### config.mk
export PLATFORM = sky130hd
export DESIGN_NAME = cdb_multi_arbiter_flat
export DESIGN_NICKNAME = d
export VERILOG_FILES = /design/src/rtl/cdb_multi_arbiter_if.sv /design/src/rtl/cdb_multi_arbiter.sv /design/src/flat_wrapper.sv
export SDC_FILE = /design/constraint.sdc
export NUM_CORES = 1
export LEC_CHECK = 0
export BUFFER_PORTS_ARGS = -buffer_cell sky130_fd_sc_hd__buf_2
export CORE_ASPECT_RATIO = 0.6
export CORE_MARGIN = 2
export CORE_UTILIZATION = 50
export DETAILED_ROUTE_END_ITERATION = 7
export PLACE_DENSITY = 0.87
export SETUP_SLACK_MARGIN = 0.1
export SLEW_MARGIN = 0
export SYNTH_ARGS = -nofsm -noshare
export SYNTH_HDL_FRONTEND = slang
export SYNTH_SLANG_ARGS = --single-unit
### constraint.sdc
create_clock -name clk -period 10.9 [get_ports clk]
set_clock_uncertainty 0.15 [all_clocks]
set_input_delay 0 -clock clk [delete_from_list [all_inputs] [get_ports clk]]
set_output_delay 0 -clock clk [all_outputs]
set_load 0.03 [all_outputs]
### src/rtl/cdb_multi_arbiter_if.sv
// Result-bus interface for the CDB arbiter: producer-side valid/ready handshakes
// and the NUM_BUS result buses fanned out to ROB, regfile and reservation stations.
interface cdb_multi_arbiter_if #(
  parameter int NUM_SRC = 4,
  parameter int NUM_BUS = 1,
  parameter int DATA_W  = 16,
  parameter int TAG_W   = 4
);
  logic [NUM_SRC-1:0]             src_valid;
  logic [NUM_SRC-1:0]             src_ready;
  logic [NUM_SRC-1:0][TAG_W-1:0]  src_tag;
  logic [NUM_SRC-1:0][DATA_W-1:0] src_value;
  logic [NUM_SRC-1:0]             src_upd_pc;
  logic [NUM_SRC-1:0][DATA_W-1:0] src_upd_pc_val;

  logic [NUM_BUS-1:0]             bus_valid;
  logic [NUM_BUS-1:0][TAG_W-1:0]  bus_tag;
  logic [NUM_BUS-1:0][DATA_W-1:0] bus_value;
  logic [NUM_BUS-1:0]             bus_upd_pc;
  logic [NUM_BUS-1:0][DATA_W-1:0] bus_upd_pc_val;

  // The arbiter drives the buses and the ready lines.
  modport master (
    input  src_valid, src_tag, src_value, src_upd_pc, src_upd_pc_val,
    output src_ready,
    output bus_valid, bus_tag, bus_value, bus_upd_pc, bus_upd_pc_val
  );

  // Producers and bus consumers.
  modport slave (
    output src_valid, src_tag, src_value, src_upd_pc, src_upd_pc_val,
    input  src_ready,
    input  bus_valid, bus_tag, bus_value, bus_upd_pc, bus_upd_pc_val
  );
endinterface

### src/rtl/cdb_multi_arbiter.sv
// Common-data-bus arbiter: grants up to NUM_BUS of NUM_SRC producers per cycle with
// urgent-first, round-robin (or fixed) priority, optional output register and flush.
module cdb_multi_arbiter #(
  parameter int                 NUM_SRC     = 4,
  parameter int                 NUM_BUS     = 1,
  parameter int                 DATA_W      = 16,
  parameter int                 TAG_W       = 4,
  parameter bit                 RR_MODE     = 1'b1,
  parameter logic [NUM_SRC-1:0] URGENT_MASK = NUM_SRC'(1),
  parameter bit                 REG_OUT     = 1'b1
) (
  input  logic                clk,
  input  logic                rst,
  input  logic                flush,
  cdb_multi_arbiter_if.master cdb,
  output logic [15:0]         conflict_cnt
);
  localparam int PTR_W = $clog2(NUM_SRC);
  typedef logic [PTR_W-1:0] ptr_t;

  ptr_t               rr_ptr;
  ptr_t               rr_ptr_nxt;
  logic [NUM_SRC-1:0] grant;
  logic [NUM_BUS-1:0] sel_valid;
  ptr_t               sel [NUM_BUS];
  logic               nu_hit;
  ptr_t               nu_last;
  logic               conflict;

  logic [NUM_BUS-1:0][TAG_W-1:0]  mux_tag;
  logic [NUM_BUS-1:0][DATA_W-1:0] mux_value;
  logic [NUM_BUS-1:0]             mux_upd_pc;
  logic [NUM_BUS-1:0][DATA_W-1:0] mux_upd_pc_val;

  function automatic ptr_t wrap_idx(input ptr_t base, input int off);
    int s;
    s = int'(base) + off;
    if (s >= NUM_SRC) s = s - NUM_SRC;
    return ptr_t'(s);
  endfunction

  // Two passes (urgent class, then the rest), each scanning from the same start
  // point; the k-th grant found is steered onto bus k.
  always_comb begin
    int   nb;
    ptr_t start;
    ptr_t idx;
    // NOTE: every output of this block gets a default first so no path leaves a
    // variable unassigned, which would otherwise infer a latch.
    grant     = '0;
    sel_valid = '0;
    nu_hit    = 1'b0;
    nu_last   = '0;
    for (int k = 0; k < NUM_BUS; k++) sel[k] = '0;
    nb    = 0;
    idx   = '0;
    start = RR_MODE ? rr_ptr : '0;
    if (!rst && !flush) begin
      for (int cls = 0; cls < 2; cls++) begin
        for (int j = 0; j < NUM_SRC; j++) begin
          idx = wrap_idx(start, j);
          if (cdb.src_valid[idx] && (URGENT_MASK[idx] == (cls == 0)) && nb < NUM_BUS) begin
            grant[idx] = 1'b1;
            for (int k = 0; k < NUM_BUS; k++) begin
              if (nb == k) begin
                sel[k]       = idx;
                sel_valid[k] = 1'b1;
              end
            end
            nb = nb + 1;
            if (cls == 1) begin
              nu_hit  = 1'b1;
              nu_last = idx;
            end
          end
        end
      end
    end
  end

  assign cdb.src_ready = grant;
  assign conflict      = !flush && |(cdb.src_valid & ~grant);

  // Pointer moves past the last non-urgent winner so urgent traffic cannot
  // disturb fairness among the remaining sources.
  always_comb begin
    rr_ptr_nxt = rr_ptr;
    if (RR_MODE && nu_hit) rr_ptr_nxt = wrap_idx(nu_last, 1);
  end

  // NOTE: sequential state uses non-blocking assignments so every register
  // samples the pre-edge values, independent of process evaluation order.
  always_ff @(posedge clk) begin
    if (rst) begin
      rr_ptr       <= '0;
      conflict_cnt <= '0;
    end else begin
      rr_ptr <= rr_ptr_nxt;
      if (conflict && conflict_cnt != 16'hFFFF) conflict_cnt <= conflict_cnt + 16'd1;
    end
  end

  always_comb begin
    for (int k = 0; k < NUM_BUS; k++) begin
      mux_tag[k]        = '0;
      mux_value[k]      = '0;
      mux_upd_pc[k]     = 1'b0;
      mux_upd_pc_val[k] = '0;
      if (sel_valid[k]) begin
        mux_tag[k]        = cdb.src_tag[sel[k]];
        mux_value[k]      = cdb.src_value[sel[k]];
        mux_upd_pc[k]     = cdb.src_upd_pc[sel[k]];
        mux_upd_pc_val[k] = cdb.src_upd_pc_val[sel[k]];
      end
    end
  end

  if (REG_OUT) begin : g_reg_out
    // Grants are already suppressed during flush, so the bus goes idle the
    // cycle after it; idle buses keep their last payload.
    always_ff @(posedge clk) begin
      if (rst) begin
        cdb.bus_valid      <= '0;
        cdb.bus_tag        <= '0;
        cdb.bus_value      <= '0;
        cdb.bus_upd_pc     <= '0;
        cdb.bus_upd_pc_val <= '0;
      end else begin
        cdb.bus_valid <= sel_valid;
        for (int k = 0; k < NUM_BUS; k++) begin
          if (sel_valid[k]) begin
            cdb.bus_tag[k]        <= mux_tag[k];
            cdb.bus_value[k]      <= mux_value[k];
            cdb.bus_upd_pc[k]     <= mux_upd_pc[k];
            cdb.bus_upd_pc_val[k] <= mux_upd_pc_val[k];
          end
        end
      end
    end
  end else begin : g_comb_out
    always_comb begin
      cdb.bus_valid      = sel_valid;
      cdb.bus_tag        = mux_tag;
      cdb.bus_value      = mux_value;
      cdb.bus_upd_pc     = mux_upd_pc;
      cdb.bus_upd_pc_val = mux_upd_pc_val;
    end
  end
endmodule

### src/flat_wrapper.sv
// flat-port wrapper written by rule: the top's interface ports become plain ports
module cdb_multi_arbiter_flat 
#(
  parameter int                 NUM_SRC     = 4,
  parameter int                 NUM_BUS     = 1,
  parameter int                 DATA_W      = 16,
  parameter int                 TAG_W       = 4,
  parameter bit                 RR_MODE     = 1'b1,
  parameter logic [NUM_SRC-1:0] URGENT_MASK = NUM_SRC'(1),
  parameter bit                 REG_OUT     = 1'b1
)
  (clk, rst, flush, conflict_cnt, cdb_src_valid, cdb_src_tag, cdb_src_value, cdb_src_upd_pc, cdb_src_upd_pc_val, cdb_src_ready, cdb_bus_valid, cdb_bus_tag, cdb_bus_value, cdb_bus_upd_pc, cdb_bus_upd_pc_val);
  cdb_multi_arbiter_if #(.NUM_SRC(NUM_SRC), .NUM_BUS(NUM_BUS), .DATA_W(DATA_W), .TAG_W(TAG_W)) cdb_i ();
  input  logic clk;
  input  logic rst;
  input  logic flush;
  output logic [15:0] conflict_cnt;
  input wire logic [$bits(cdb_i.src_valid)-1:0] cdb_src_valid;
  input wire logic [$bits(cdb_i.src_tag)-1:0] cdb_src_tag;
  input wire logic [$bits(cdb_i.src_value)-1:0] cdb_src_value;
  input wire logic [$bits(cdb_i.src_upd_pc)-1:0] cdb_src_upd_pc;
  input wire logic [$bits(cdb_i.src_upd_pc_val)-1:0] cdb_src_upd_pc_val;
  output wire logic [$bits(cdb_i.src_ready)-1:0] cdb_src_ready;
  output wire logic [$bits(cdb_i.bus_valid)-1:0] cdb_bus_valid;
  output wire logic [$bits(cdb_i.bus_tag)-1:0] cdb_bus_tag;
  output wire logic [$bits(cdb_i.bus_value)-1:0] cdb_bus_value;
  output wire logic [$bits(cdb_i.bus_upd_pc)-1:0] cdb_bus_upd_pc;
  output wire logic [$bits(cdb_i.bus_upd_pc_val)-1:0] cdb_bus_upd_pc_val;
  assign cdb_i.src_valid = cdb_src_valid;
  assign cdb_i.src_tag = cdb_src_tag;
  assign cdb_i.src_value = cdb_src_value;
  assign cdb_i.src_upd_pc = cdb_src_upd_pc;
  assign cdb_i.src_upd_pc_val = cdb_src_upd_pc_val;
  assign cdb_src_ready = cdb_i.src_ready;
  assign cdb_bus_valid = cdb_i.bus_valid;
  assign cdb_bus_tag = cdb_i.bus_tag;
  assign cdb_bus_value = cdb_i.bus_value;
  assign cdb_bus_upd_pc = cdb_i.bus_upd_pc;
  assign cdb_bus_upd_pc_val = cdb_i.bus_upd_pc_val;
  cdb_multi_arbiter #(.NUM_SRC(NUM_SRC), .NUM_BUS(NUM_BUS), .DATA_W(DATA_W), .TAG_W(TAG_W), .RR_MODE(RR_MODE), .URGENT_MASK(URGENT_MASK), .REG_OUT(REG_OUT)) u_core (.clk(clk), .rst(rst), .flush(flush), .cdb(cdb_i), .conflict_cnt(conflict_cnt));
endmodule
==> results of run 1 <==
==> cells by family (layout without fill, tap and decap cells) <==
| logic type | Yosys count | in the layout | synth area share [%] |
|---|---|---|---|
| xor gates and xnor gates | 5 | 5 | 1.05 |
| buffers and inverters | 50 | 353 | 5.84 |
| DFF | 56 | 56 | 26.8 |
| adders and majority gates | 13 | 13 | 3.89 |
| muxes | 89 | 89 | 22.4 |
| other | 2 | 5 | 0.180 |
| AOI/OAI and AO/OA | 133 | 133 | 23.5 |
| and+or+nand+nor | 142 | 142 | 16.3 |
==> final cells by class <==
class                           instances  share of cell area [%]
Antenna cell                            3                   0.114
Timing Repair Buffer                  330                    33.9
Tap cell                              108                    2.05
Sequential cell                        56                    17.0
Clock buffer                            5                    1.90
Inverter                               16                   0.989
Multi-Input combinational cell        384                    43.1
Clock inverter                          2                   0.913
==> power by group through the flow <==
stage | Clock [uW] | Sequential (uW) | Combinational (uW)
detailed placement | 0 | 322 | 891
global route | 220 | 337 | 1200
floorplan | 0 | 443 | 535
finish | 211 | 330 | 1140
global placement | 0 | 318 | 885
CTS | 209 | 317 | 1060
==> critical path, stage by stage, from the launching register on <==
cell           delay, ns
dfxtp_1             0.67
inv_1               0.29
ha_1                0.64
mux2i_1             0.36
o22ai_1             0.31
or4_1               0.73
clkinv_4            0.13
ha_1                0.16
nand2b_1            0.09
nor3_1              0.42
nor2_1              0.16
xnor2_1             0.22
ha_1                0.20
or3b_1              0.38
o22ai_1             0.46
o2111ai_1           0.26
a211oi_2            0.44
a21o_4              0.20
o21ai_1             0.12
o311ai_4            0.12
buf_4               0.91
mux2i_1             0.40
dlygate4sd3_1       0.60
o221ai_1            0.14
dlygate4sd3_1       0.68
==> sequential cells by signal, summed over array words and instances, names as in the netlist <==
register,flops
u_core.cdb.bus_upd_pc_val,16
u_core.cdb.bus_value,16
u_core.conflict_cnt,16
u_core.cdb.bus_tag,4
u_core.rr_ptr,2
u_core.cdb.bus_upd_pc,1
u_core.cdb.bus_valid,1
==> how the worst min path moves through the flow <==
stage,from,end,slack [ns],cells past startpoint
after floorplan,cdb_src_upd_pc[1],u_core.cdb.bus_upd_pc,0.02,2
after global placement,cdb_src_upd_pc[1],u_core.cdb.bus_upd_pc,0.11,3
after detailed placement,cdb_src_upd_pc[1],u_core.cdb.bus_upd_pc,0.13,3
after CTS,u_core.conflict_cnt[13],u_core.conflict_cnt[13],0.36,2
after global routing,u_core.conflict_cnt[15],u_core.conflict_cnt[15],0.39,2
final,u_core.conflict_cnt[13],u_core.conflict_cnt[13],0.35,2
==> through the flow <==
step / hold WS (ns) / worst slack [ns] / cell area (sq um) / total power [uW] / std cells
2_1_floorplan: 0.0234 / 4.74 / 4180 / 978 / 490
3_3_place_gp: 0.108 / 3.11 / 5250 / 1200 / 781
3_5_place_dp: 0.127 / 2.98 / 5250 / 1210 / 781
4_1_cts: 0.358 / 1.95 / 6570 / 1580 / 901
5_1_grt: 0.392 / 0.853 / 6570 / 1750 / 902
6_report: 0.352 / 1.40 / 6580 / 1680 / 904
==> layer usage <==
metal  vias up  track usage (%)  share of wire (%)
met5         -             4.17               0.19
met4         6             28.4                6.8
met3       152             27.3                 12
met2       485             74.9                 46
met1      2702             54.0                 35
li1       2469                -                  -
==> layout by cell type, fill, tap and decap left out, types with 6 or more instances in the layout <==
cell type      count
a32oi_1            6
o221ai_1          34
nand3_1            8
a21oi_1           18
or3_1             11
inv_1             14
mux2i_1           74
mux2_1             8
and2_1             8
o21ai_1           15
o21ai_0            9
nand2_1           61
dfxtp_1           56
nor2_1            19
nor3_1             6
ha_1              13
dlygate4sd3_1    113
buf_2            212
==> results.ini, run 1 <==
[run_status]
status=finished, final reports clean

[sta]
maxSlewViolCount=0
hold_viol_final=0
fin_setup_tns_ns=0
slew_headroom_pct=13.3
rsz0062_at_grt=no
min_period_ns=9.50
max_freq_ghz=0.105
fin_crit_sh_pct=87.2
setup_viol=0
worstMarginPinSlew_ns=1.30

[cts]
cts_hold_buf=113
cts_tree=done
clkLatencyLatePin_ns=0.30
clock_path_buffers=2
clk_pin_slew_ns=0.08
cts_buffers=5
clkSinkCount=56
cts_root_buffer=clkbuf_16
ctsResizeCount=0
post-cts-setup-buffers=0
htree_levels=2

[floorplan]
die-height_um=74.8
dieWidth_um=122
core_sq_mm=0.00798
io_pins=213
start_util_pct=52.4
die_area_sq_mm=0.00913
rows=25

[routing]
routedWlPerCell_um=23.8
postRouteAntennaNets=0
wirelength_um=21500
vias=5814
vias_per_cell=6.43
drc=0
firstDrtPassIters=5
drt_iter0_markers=724

[synth]
async_flop_share_pct=0
syn_inst=490
syn_area_sq_mm=0.00418
synthFlopType=dfxtp_1
synth_most_common_cell=mux2i_1
synth_warnings=0
synth.area.top_cells=dfxtp_1, mux2i_1, o221ai_1
synth_seq_area_share_pct=26.8
synth_top_area_share_pct=26.8
avgSynthCellArea_sq_um=8.53
syn_nets=658
synth_top_area_cell=dfxtp_1
synth_edf_count=0
yosys-top-cells-count=mux2i_1, nand2_1, dfxtp_1
ys_types=64
ys_ff_latch=56

[global_route]
grt_pass1_vias=5660
grt_remaining_overflow=0
antenna_found_initial=5
grt_max_degree=75
grt_pass1_wl_um=32800
grt.total_usage_pct=48.9

[place]
gp_congestion=1.02
portBuffers=212
post-dp-hpwl_um=11800

[critical_path]
cp_data_arrival_time_ns=9.53
r2r_cells=24
cp-end-kind=flip-flop
path_max_fanout=74
crit_start=u_core.rr_ptr[1]
reg2reg_from=u_core.rr_ptr[1]
regToRegSetupSlack_ns=1.40
crit_end=u_core.cdb.bus_value[6]
worstPathRequired_ns=10.93
path_class=reg -> reg
r2r_end=u_core.cdb.bus_value[6]
start_kind=flip-flop

[pwr]
swShare_pct=47.9
clock_power_share_pct=12.5
pwr-share-seq_pct=19.7
power_density_mw_per_mm2=255
vdd_drop_max_uv=140
p_int_uw=874
power_switching_uw=804
power.leakage_uw=0.00336
combPwrFrac_pct=67.8

[layout]
drive_gt1_share_pct=30.4
multiInputGateArea_sq_mm=0.00283
final_nets=961
regArea_sq_mm=0.00112
fin_util_pct=82.5
fillers=479
syn2layout_area_growth_pct=57.4

[run]
cap_violations=0

[hold_path]
hold_path_class=reg -> reg

Power figures use the tool's default switching activity.
==> inputs of run 2 (changes only) <==
Settings changed: BUFFER_PORTS_ARGS -buffer_cell sky130_fd_sc_hd__buf_2 to -buffer_cell sky130_fd_sc_hd__buf_4.
==> run 2 against run 1 <==
Net effect: final area up 7.5%; non-clock buffer count up 2; cell count unchanged; hold slack better by 0.031 ns; sequential cell count unchanged; first-iteration DRC count up 7.5%; via count up 5.5%; register-to-register slack worse by 0.54 ns; critical endpoint unchanged.
==> results.ini, run 2 (synthesis gave the netlist of run 1 again) <==
[critical_path]
cp-end-kind=flip-flop
regToRegSetupSlack_ns=0.86
cp_data_arrival_time_ns=10.07
start_kind=flip-flop
reg2reg_from=u_core.rr_ptr[0]
path_max_fanout=74
r2r_cells=25
worstPathRequired_ns=10.93
r2r_end=u_core.cdb.bus_value[6]
path_class=reg -> reg

[run_status]
status=finished, final reports clean

[layout]
syn2layout_area_growth_pct=69.3
fin_util_pct=88.7
final_common_cell=buf_4
layoutNonFillerInstCount=904
reg_top3=u_core.cdb.bus_upd_pc_val: 16 flops, u_core.cdb.bus_value: 16 flops, u_core.conflict_cnt: 16 flops
final_nets=963
drive_gt1_share_pct=30.4
mostFrequentLayoutCells=buf_4, dlygate4sd3_1, mux2i_1, nand2_1, dfxtp_1

[place]
portBuffers=212
dp_cells=782
gp_congestion=1.13
post-dp-hpwl_um=13000

[sta]
min_period_ns=10.04
max_freq_ghz=0.0996
fin_setup_tns_ns=0
maxSlewViolCount=0
worstMarginPinSlew_ns=1.28
setup_viol=0
slew_headroom_pct=14.8
fin_crit_sh_pct=92.1
rsz0062_at_grt=no
hold_viol_final=0
fin_hold_ws_ns=0.383

[cts]
clkLatencyLatePin_ns=0.31
post-cts-setup-buffers=0
cts_root_buffer=clkbuf_16
htree_levels=2
clk_pin_slew_ns=0.07
clkSinkCount=56
cts_hold_buf=114
cts_buffers=5
clock_path_buffers=2
cts_tree=done
ctsResizeCount=0

[global_route]
grt.total_usage_pct=49.0
grt_pass1_wl_um=33300
grt_remaining_overflow=0
grt_pass1_vias=5943
grt_max_degree=75
antenna_found_initial=1

[floorplan]
core_sq_mm=0.00798
die-height_um=74.8
rows=25
io_pins=213
start_util_pct=52.4
dieWidth_um=122
die_area_sq_mm=0.00913

[routing]
drc=0
routedWlPerCell_um=25.4
wirelength_um=23000
vias_per_cell=6.78
postRouteAntennaNets=0
vias=6131
drt_iter0_markers=778
firstDrtPassIters=7

[pwr]
clock_power_share_pct=9.8
total_power_uw=1750
power_density_mw_per_mm2=247
combPwrFrac_pct=71.6
swShare_pct=49.3
power.leakage_uw=0.00349
power_switching_uw=862
p_int_uw=886
pwr-share-seq_pct=18.7
vdd_drop_max_uv=128

[run]
cap_violations=0

[hold_path]
hold_depth=2
hold_path_class=reg -> reg
hold_path.startpoint=u_core.conflict_cnt[13]
hold_path_end=u_core.conflict_cnt[13]

run 2: worst max-delay path by stage:
stage	startpoint	end	slack [ns]	cells after the start
floorplan	u_core.rr_ptr[1]	u_core.conflict_cnt[13]	4.74	25
global placement	u_core.rr_ptr[0]	u_core.cdb.bus_upd_pc_val[10]	3.18	23
detailed placement	u_core.rr_ptr[0]	u_core.cdb.bus_upd_pc_val[5]	3.02	23
CTS	u_core.rr_ptr[0]	u_core.cdb.bus_upd_pc_val[5]	1.98	25
global route	u_core.rr_ptr[0]	u_core.cdb.bus_value[6]	0.78	25
finish	u_core.rr_ptr[0]	u_core.cdb.bus_value[6]	0.86	25
run 2: cell type report:
cell class | count | area [sq um]
multi-input cells | 384 | 2830
repair buffers | 332 | 2780
flip-flops and latches | 56 | 1120
fillers | 359 | 903
well taps | 108 | 135
clock buffers | 5 | 125
inverters | 16 | 65.1
clock inverters | 2 | 12.5
diodes | 1 | 2.50
run 2: power groups by stage:
stage | logic [uW] | registers [uW] | clock network, uW
4_1_cts | 1140 | 313 | 164
3_5_place_dp | 968 | 318 | 0
6_report | 1250 | 326 | 171
5_1_grt | 1280 | 328 | 174
3_3_place_gp | 962 | 313 | 0
2_1_floorplan | 535 | 443 | 0
run 2: worst max-delay path, stage by stage (launching register included):
cell and delay [ns]:
dfxtp_1 0.31, buf_4 0.35, inv_2 0.16, ha_1 0.60, mux2i_1 0.44, o22ai_1 0.33, or4_1 0.73, clkinv_4 0.13
ha_1 0.19, nand2b_1 0.13, nor3_1 0.62, nor2_1 0.20, xnor2_1 0.23, ha_1 0.22, or3b_1 0.41, o22ai_1 0.50
o2111ai_1 0.32, a211oi_2 0.51, a21o_4 0.20, o21ai_1 0.13, o311ai_4 0.12, buf_4 0.95, mux2i_1 0.39, dlygate4sd3_1 0.64
o221ai_1 0.16, dlygate4sd3_1 0.67
run 2: through the flow:
stage / worst slack [ns] / cell area (sq um)
floorplan: 4.74 / 4180
global placement: 3.18 / 5790
detailed placement: 3.02 / 5790
CTS: 1.98 / 7070
global route: 0.782 / 7070
finish: 0.860 / 7070
run 2: routing by layer:
layer / routed length (um) / up-vias / GRT usage, %
li1: - / 2478 / -
met1: 7770 / 2787 / 54.1
met2: 9880 / 646 / 77.4
met3: 3400 / 220 / 22.0
met4: 1950 / 0 / 33.8
met5: 0 / - / 0
